**src/rtl/shift_pkg.sv**
```systemverilog
// Shared types for the shift engine: mode and state encodings,
// plus the shift-amount width helper.
package shift_pkg;

    typedef enum logic [2:0] {
        MODE_HOLD  = 3'd0,
        MODE_SHL   = 3'd1,
        MODE_SHR   = 3'd2,
        MODE_LOAD  = 3'd3,
        MODE_ROL   = 3'd4,
        MODE_ROR   = 3'd5,
        MODE_ASR   = 3'd6,
        MODE_CLEAR = 3'd7
    } mode_e;

    typedef enum logic [1:0] {
        ST_IDLE = 2'd0,
        ST_RUN  = 2'd1,
        ST_DONE = 2'd2
    } state_e;

    function automatic int cnt_w(input int width);
        return $clog2(width) + 1;
    endfunction

    function automatic logic is_step(input mode_e m);
        return m inside {MODE_SHL, MODE_SHR, MODE_ROL, MODE_ROR, MODE_ASR};
    endfunction

endpackage

```
**src/rtl/shift_engine_if.sv**
```systemverilog
// Command handshake bundle for the shift engine.
// The master issues commands; the engine is the slave.
interface shift_engine_if #(
    parameter int WIDTH = 8,
    parameter int CNT_W = shift_pkg::cnt_w(WIDTH)
) ();

    logic             cmd_valid;
    logic             cmd_ready;
    logic [2:0]       cmd_mode;
    logic [CNT_W-1:0] cmd_amount;
    logic [WIDTH-1:0] cmd_data;

    modport master (
        output cmd_valid,
        output cmd_mode,
        output cmd_amount,
        output cmd_data,
        input  cmd_ready
    );

    modport slave (
        input  cmd_valid,
        input  cmd_mode,
        input  cmd_amount,
        input  cmd_data,
        output cmd_ready
    );

endinterface

```
**src/rtl/shift_step.sv**
```systemverilog
// One-step next-value function of the shift register.
// out_bit is meaningful only for the shift/rotate modes and CLEAR.
module shift_step
    import shift_pkg::*;
#(
    parameter int WIDTH = 8
) (
    input  mode_e            mode_i,
    input  logic [WIDTH-1:0] q_i,
    input  logic             ser_in_i,
    output logic [WIDTH-1:0] q_next_o,
    output logic             out_bit_o
);

    always_comb begin
        q_next_o  = q_i;
        out_bit_o = 1'b0;
        unique case (mode_i)
            MODE_SHL: begin
                q_next_o  = {q_i[WIDTH-2:0], ser_in_i};
                out_bit_o = q_i[WIDTH-1];
            end
            MODE_SHR: begin
                q_next_o  = {ser_in_i, q_i[WIDTH-1:1]};
                out_bit_o = q_i[0];
            end
            MODE_ROL: begin
                q_next_o  = {q_i[WIDTH-2:0], q_i[WIDTH-1]};
                out_bit_o = q_i[WIDTH-1];
            end
            MODE_ROR: begin
                q_next_o  = {q_i[0], q_i[WIDTH-1:1]};
                out_bit_o = q_i[0];
            end
            MODE_ASR: begin
                q_next_o  = {q_i[WIDTH-1], q_i[WIDTH-1:1]};
                out_bit_o = q_i[0];
            end
            MODE_CLEAR: begin
                q_next_o  = '0;
                out_bit_o = 1'b0;
            end
            MODE_HOLD, MODE_LOAD: begin
                q_next_o  = q_i;
                out_bit_o = 1'b0;
            end
            default: begin
                q_next_o  = q_i;
                out_bit_o = 1'b0;
            end
        endcase
    end

endmodule

```
**src/rtl/shift_engine.sv**
```systemverilog
// Universal shift register executing commanded multi-step
// shift/rotate operations, one step per enabled clock.
module shift_engine
    import shift_pkg::*;
#(
    parameter int WIDTH = 8,
    parameter int CNT_W = cnt_w(WIDTH)
) (
    input  logic             clk,
    input  logic             reset,
    shift_engine_if.slave    cmd,
    input  logic             ser_in,
    input  logic             step_en,
    output logic [WIDTH-1:0] q,
    output logic             ser_out,
    output logic             busy,
    output logic             done
);

    state_e           state_q, state_d;
    mode_e            mode_q, mode_d;
    logic [CNT_W-1:0] cnt_q, cnt_d;
    logic [WIDTH-1:0] q_q, q_d;
    logic             so_q, so_d;
    logic             done_q;

    logic [WIDTH-1:0] step_q;
    logic             step_bit;
    mode_e            cmd_mode;

    assign cmd_mode = mode_e'(cmd.cmd_mode);

    shift_step #(.WIDTH(WIDTH)) u_step (
        .mode_i    (mode_q),
        .q_i       (q_q),
        .ser_in_i  (ser_in),
        .q_next_o  (step_q),
        .out_bit_o (step_bit)
    );

    always_comb begin
        state_d = state_q;
        mode_d  = mode_q;
        cnt_d   = cnt_q;
        q_d     = q_q;
        so_d    = so_q;
        unique case (state_q)
            ST_IDLE: begin
                if (cmd.cmd_valid) begin
                    if (is_step(cmd_mode) && cmd.cmd_amount != '0) begin
                        mode_d  = cmd_mode;
                        cnt_d   = cmd.cmd_amount;
                        state_d = ST_RUN;
                    end else begin
                        state_d = ST_DONE;
                        if (cmd_mode == MODE_LOAD) begin
                            q_d = cmd.cmd_data;
                        end else if (cmd_mode == MODE_CLEAR) begin
                            q_d  = '0;
                            so_d = 1'b0;
                        end
                    end
                end
            end
            ST_RUN: begin
                if (step_en) begin
                    q_d   = step_q;
                    so_d  = step_bit;
                    cnt_d = cnt_q - CNT_W'(1);
                    if (cnt_q == CNT_W'(1)) state_d = ST_DONE;
                end
            end
            ST_DONE: state_d = ST_IDLE;
            default: state_d = ST_IDLE;
        endcase
    end

    always_ff @(posedge clk) begin
        if (reset) begin
            state_q <= ST_IDLE;
            mode_q  <= MODE_HOLD;
            cnt_q   <= '0;
            q_q     <= '0;
            so_q    <= 1'b0;
            done_q  <= 1'b0;
        end else begin
            state_q <= state_d;
            mode_q  <= mode_d;
            cnt_q   <= cnt_d;
            q_q     <= q_d;
            so_q    <= so_d;
            done_q  <= (state_d == ST_DONE);
        end
    end

    assign cmd.cmd_ready = (state_q == ST_IDLE);
    assign busy          = (state_q != ST_IDLE);
    assign q             = q_q;
    assign ser_out       = so_q;
    assign done          = done_q;

endmodule

```
**src/flat_wrapper.sv**
```systemverilog
// flat-port wrapper written by rule: the top's interface ports become plain ports
module shift_engine_flat import shift_pkg::*;
#(
    parameter int WIDTH = 8,
    parameter int CNT_W = cnt_w(WIDTH)
)
  (clk, reset, ser_in, step_en, q, ser_out, busy, done, cmd_cmd_valid, cmd_cmd_mode, cmd_cmd_amount, cmd_cmd_data, cmd_cmd_ready);
  shift_engine_if #(.WIDTH(WIDTH), .CNT_W(CNT_W)) cmd_i ();
  input  logic clk;
  input  logic reset;
  input  logic ser_in;
  input  logic step_en;
  output logic [WIDTH-1:0] q;
  output logic ser_out;
  output logic busy;
  output logic done;
  input wire logic [$bits(cmd_i.cmd_valid)-1:0] cmd_cmd_valid;
  input wire logic [$bits(cmd_i.cmd_mode)-1:0] cmd_cmd_mode;
  input wire logic [$bits(cmd_i.cmd_amount)-1:0] cmd_cmd_amount;
  input wire logic [$bits(cmd_i.cmd_data)-1:0] cmd_cmd_data;
  output wire logic [$bits(cmd_i.cmd_ready)-1:0] cmd_cmd_ready;
  assign cmd_i.cmd_valid = cmd_cmd_valid;
  assign cmd_i.cmd_mode = cmd_cmd_mode;
  assign cmd_i.cmd_amount = cmd_cmd_amount;
  assign cmd_i.cmd_data = cmd_cmd_data;
  assign cmd_cmd_ready = cmd_i.cmd_ready;
  shift_engine #(.WIDTH(WIDTH), .CNT_W(CNT_W)) u_core (.clk(clk), .reset(reset), .cmd(cmd_i), .ser_in(ser_in), .step_en(step_en), .q(q), .ser_out(ser_out), .busy(busy), .done(done));
endmodule
```
**config.mk**
```make
export PLATFORM = sky130hd
export DESIGN_NAME = shift_engine_flat
export DESIGN_NICKNAME = d
export VERILOG_FILES = /design/src/rtl/shift_pkg.sv /design/src/rtl/shift_engine_if.sv /design/src/rtl/shift_step.sv /design/src/rtl/shift_engine.sv /design/src/flat_wrapper.sv
export SDC_FILE = /design/constraint.sdc
export NUM_CORES = 1
export LEC_CHECK = 0
export CORE_UTILIZATION = 53
export CTS_CLUSTER_SIZE = 16
export DETAILED_ROUTE_END_ITERATION = 16
export PLACE_DENSITY_LB_ADDON = 0.25
export SYNTH_ARGS = -nofsm -noshare
export SYNTH_HDL_FRONTEND = slang
export SYNTH_SLANG_ARGS = --single-unit
```
**constraint.sdc**
```tcl
create_clock -name clk -period 4.55 [get_ports clk]
set_clock_uncertainty 0.2 [all_clocks]
set_input_delay 1.365 -clock clk [delete_from_list [all_inputs] [get_ports clk]]
set_output_delay 1.365 -clock clk [all_outputs]
set_load 0.03 [all_outputs]
```
# Yosys cells after proc, flatten, opt, wreduce, memory -nomap -nowiden
# Index checks and enable logic that the tools add are counted.
[word_totals] mem_count=0 ramBits=0 in_bits=20 ff_bits=19 latch_bits=0 mem_bits_ro=0 wordCells=73
[op_classes] multipliers=0 n_lt_le_gt_ge=0 bitwise=0 n_eq_ne=26 reduce_logical=16 addsub=1 n_mux=23 shift=0 div_mod_pow=0
[ops] op="case mux 8 bit (6 select lines)" count=1
[ops] op="2-to-1 mux 8 bit" count=5
[ops] op="== test 3 bit, second input constant" count=8
[ops] op="case mux 8 bit (2 select lines)" count=1
[ops] op="== test 3 x 2 -> 1 bit, second input constant" count=4
[ops] op="2-to-1 mux 4 bit" count=3
[ops] op="inequality test 2 bit, second input constant" count=6
[ops] op="AND reduction 6 bit" count=2
[ops] op="2-to-1 mux 2 bit" count=4
[ops] op="case mux 4 bit (2 select lines)" count=1
[ops] op="AND reduction 7 bit" count=1
[ops] op="== test 3 x 1 -> 1 bit, second input constant" count=2
[ops] op="OR reduction 3 bit" count=2
[ops] op="2-to-1 mux 1 bit" count=5
[ops] op="nonzero test 5 bit" count=1
[ops] op="== test 4 x 1 -> 1 bit, second input constant" count=1
[ops] op="inequality test 2 x 1 -> 1 bit, second input constant" count=2
[ops] op="case mux 2 bit (2 select lines)" count=1
[ops] op="AND reduction 4 bit" count=1
[ops] op="nonzero test 2 bit" count=2
[ops] op="nonzero test 4 bit" count=1
[ops] op="OR reduction 2 bit" count=2
[ops] op="subtractor 4 x 1 -> 4 bit, second input constant" count=1
[ops] op="logical NOT 3 bit" count=1
[ops] op="other kinds (8)" count=8

# Longest topological paths before layout
[logic_depth] ltp_word=7 depth_mapped=6

# Modules after synthesis
# A second synthesis with hierarchy kept.
[hier_totals] hier_cells=172 hier_area_um2=1485.2
[modules_own_cells] module="shift_engine" seq_area_each_um2=380.4 n_inst=1 cells_each=108 area_per_inst_um2=975.9
[modules_own_cells] module="shift_step" seq_area_each_um2=0.0 n_inst=1 cells_each=64 area_per_inst_um2=509.2

# Worst setup path after synthesis
# Ideal clock, no wire load.
[synth_timing] path_kind="input -> register" from="in cmd_cmd_amount[1]" to="reg u_core.cnt_q[0]" n_path_buf=0 setup_time_ps=119 arrival_ps=2364 cell_stages=4 slack_ps=1867 t_required_ps=4231 path_cell_list="or4_4 -> nand4_4 -> a21oi_1 -> o221a_1"
[synth_via] elab_chain_len=4
[synth_rtl] element="start: declaration" line="flat_wrapper.sv:19" source="input wire logic [$bits(cmd_i.cmd_amount)-1:0] cmd_cmd_amount;"
[synth_rtl] element="nonzero test 4 bit" line="shift_engine.sv:50" source="if (is_step(cmd_mode) && cmd.cmd_amount != '0) begin"
[synth_rtl] element="logical AND 1 bit" line="shift_engine.sv:50"
[synth_rtl] element="inequality test 2 x 1 -> 1 bit (no source line)"
[synth_rtl] element="AND reduction 4 bit (no source line)"
[synth_rtl] element="end signal: assignment" line="shift_engine.sv:89" source="cnt_q <= cnt_d;"
[synth_rtl] element="end: declaration" line="shift_engine.sv:22" source="logic [CNT_W-1:0] cnt_q, cnt_d;"
# Every way passes these cells.
# A chain may end at the register's enable or synchronous reset.

# Worst setup path after layout
[layout_timing] from="reg u_core.state_q[1]" to="out cmd_cmd_ready"
[layout_via] elab_chain_len=1
[layout_rtl] element="start: declaration" line="shift_engine.sv:20" source="state_e state_q, state_d;"
[layout_rtl] element="start signal: assignment" line="shift_engine.sv:87" source="state_q <= state_d;"
[layout_rtl] element="logical NOT 2 bit" line="shift_engine.sv:96" source="assign cmd.cmd_ready = (state_q == ST_IDLE);"
[layout_rtl] element="end: declaration" line="flat_wrapper.sv:21" source="output wire logic [$bits(cmd_i.cmd_ready)-1:0] cmd_cmd_ready;"
# Every way passes these cells.

==> impl_results.md <==
- Mapped Nets: 183
- Hold endpoint: u_core.ser_out
- Final setup margin: 1110 ps
- Max rail drop VDD: 0.185 mV
- Max-cap violations: 0
- Core Region: 2280 um2
- Most common flop cell mapped by yosys: dfxtp_1
- Data arrival, critical path: 1870 ps
- WL/cell: 14.7 um
- DR vias: 1265
- Period utilisation layout: 0.755
- GP Congestion: 0.890
- Final ANT Viol Nets: 0
- Crit-path max FO: 12
- Yosys reg bits: 19
- Hold crit path type: register to register
- HPWL Detailed: 2390 um
- Hold Violations, Final: 0
- Count of nets after finishing: 209
- Startpoint Class: register
- Pwr Density: 276 nW/um2
- Area contributors post-synth: dfxtp_1 29%, nand2_1 5.1%, o21ai_0 5.0%
- GRT Total Usage: 0.259
- CTS Buf Count: 3
- Mapped cell area: 1310 um2
- Unrepaired setup endpoints after global routing: false
- DRT Pass-1 Iters: 4
- Setup Crit Path Kind: register to primary output
- Congestion Overflow GR: 0
- Layout cell share with drive strength beyond 1: 0.0860
- Initial Util: 0.577
- CTS hold repair buffers: 0
- Achievable Freq: 291 MHz
- Post-synth EDFFs: 0
- DR DRC count: 0
- Die Ht: 51.8 um
- Clock root buffer: clkbuf_4
- Post-CTS Repair Setup Buffers: 0
- Worst Path Required: 2980 ps
- Slew Limit Fails: 0
- Number of global-route vias before repair: 1181
- CTS tree: done
- IO buf count: 31
- First-pass GRT wire length: 5200 um
- Hold path depth: 2
- CTS H-tree depth: 1
- Max_slew headroom: 0.620
- Synth-to-Final Area Change: 23.1%
- Setup TNS Final: 0 ps
- Die area: 2680 um2
- Fill cell count: 184
- Worst-Margin Slew: 568 ps
- Setup WS pre-CTS: 1240 ps
- Hold_sp: u_core.ser_out
- Final min period: 3440 ps
- Outcome: completed
- Final WL: 3140 um
- Post-synthesis instance total: 161
- N_diodes: 0
- Reg-to-reg endpoint: u_core.cnt_q[1]
- RR Startpoint: u_core.state_q[0]
- Routed vias/inst: 5.91
- Path depth of the worst reg2reg path: 4
- DR iter-0 viols: 34
- Syn Area/Cell: 8.16 um2
- Fraction of registers with async set/reset: 0
- Unique masters post-synth: 46
- Worst-Skew Late Latency: 310 ps
- Die span in x: 51.8 um
- # resized after CTS: 0
- Post-synth top area share: 0.290
- Sink Count: 19
- Initial antenna violation count: 0
- Final setup fails: 0
- Ys Warns: 0
- Seq/Total Area, Yosys: 0.290
- FF-to-FF setup slack: 2360 ps
- I/O Pins: 32
- Clk slew on worst S/H paths: 120 ps
- Top cell type by total area after synthesis: dfxtp_1
- Critical Path Source: u_core.state_q[1]
- Leak: 0.559 nW
- Largest net degree at the start of global routing: 15
- CP Capture Type: primary output
- Longest Clk Path Bufs: 2
- Rows: 17
==> worst max-delay path, cell delays in order, from the launching register on <==
cell and delay, ps:
dfxtp_1 490, or2_2 360, inv_1 60, clkdlybuf4s50_1 660
==> power breakdown <==
part,total [mW],switching [mW],internal [mW]
Combinational,0.153,0.0810,0.0718
Sequential,0.203,0.0223,0.181
Clock,0.0901,0.0573,0.0328
==> state kept, by name, indices dropped and copies added (netlist names) <==
name / count
u_core.mode_q: 3
u_core.state_q: 2
u_core.cnt_q: 4
u_core.ser_out: 1
u_core.done: 1
u_core.q: 8
==> cells in the final DEF, fill, tap and decap left out, drive strengths merged, types with 6 or more instances in the layout <==
| cell | instances |
|---|---|
| a21oi | 9 |
| a31oi | 8 |
| and2 | 6 |
| clkdlybuf4s50 | 31 |
| dfxtp | 19 |
| inv | 10 |
| nand2 | 18 |
| nor2 | 10 |
| nor3 | 6 |
| o21ai | 16 |
==> cell usage after synthesis, types with 2 or more instances <==
library cell	number
o32ai_2	2
nand2_1	18
a31oi_1	8
ha_1	2
o21ai_0	13
a21oi_1	9
buf_4	3
dfxtp_1	19
o211ai_1	2
o21ai_1	3
o221ai_1	2
a311oi_1	2
nand3_1	5
buf_2	4
nor2_1	10
and2_1	5
nor3_1	5
nand2b_1	4
mux2i_1	4
buf_6	2
a21boi_0	3
inv_1	10
xnor2_1	2
a22oi_1	2
==> area by class of cell <==
type                    count  area, um2  share of cell area
flip-flops and latches     19        380               0.235
multi-input cells         122        827               0.511
repair buffers             31        310               0.192
inverters                  10       37.5              0.0232
clock inverters             1       5.00             0.00309
well taps                  28       35.0              0.0217
clock buffers               3       22.5              0.0139
==> stage by stage <==
stage / power [mW] / cells / cell area, um2 / hold slack, ps / utilization
floorplan: 0.307 / 161 / 1310 / 257 / -
global placement: 0.353 / 210 / 1590 / 275 / 0.699
detailed placement: 0.359 / 210 / 1590 / 266 / 0.699
CTS: 0.445 / 214 / 1620 / 289 / 0.711
global route: 0.470 / 214 / 1620 / 319 / 0.711
finish: 0.446 / 214 / 1620 / 289 / 0.711
==> metal layers <==
layer,track usage,wire length [um]
met2,0.426,1500
met3,0.0322,113
met1,0.330,1460
met5,0,0
met4,0.131,57
==> worst max path at each step <==
| stage | to | slack (ps) | depth (start not counted) |
|---|---|---|---|
| final | cmd_cmd_ready | 1110 | 3 |
| after global placement | u_core.q[1] | 1310 | 5 |
| after global routing | cmd_cmd_ready | 1040 | 3 |
| after floorplan | u_core.cnt_q[0] | 1870 | 4 |
| after CTS | cmd_cmd_ready | 1110 | 3 |
| after detailed placement | u_core.q[3] | 1240 | 5 |
==> logic make-up after synthesis <==
kind of cell | after synthesis | synth area share
XOR/XNOR | 2 | 0.0133
AND/OR/NAND/NOR | 60 | 0.265
AO/OA/AOI/OAI | 54 | 0.302
adder cells (fa/ha/maj) | 2 | 0.0190
buffers and inverters | 20 | 0.0810
flip-flops | 19 | 0.290
multiplexers | 4 | 0.0305
(Power assumes the default switching activity.)
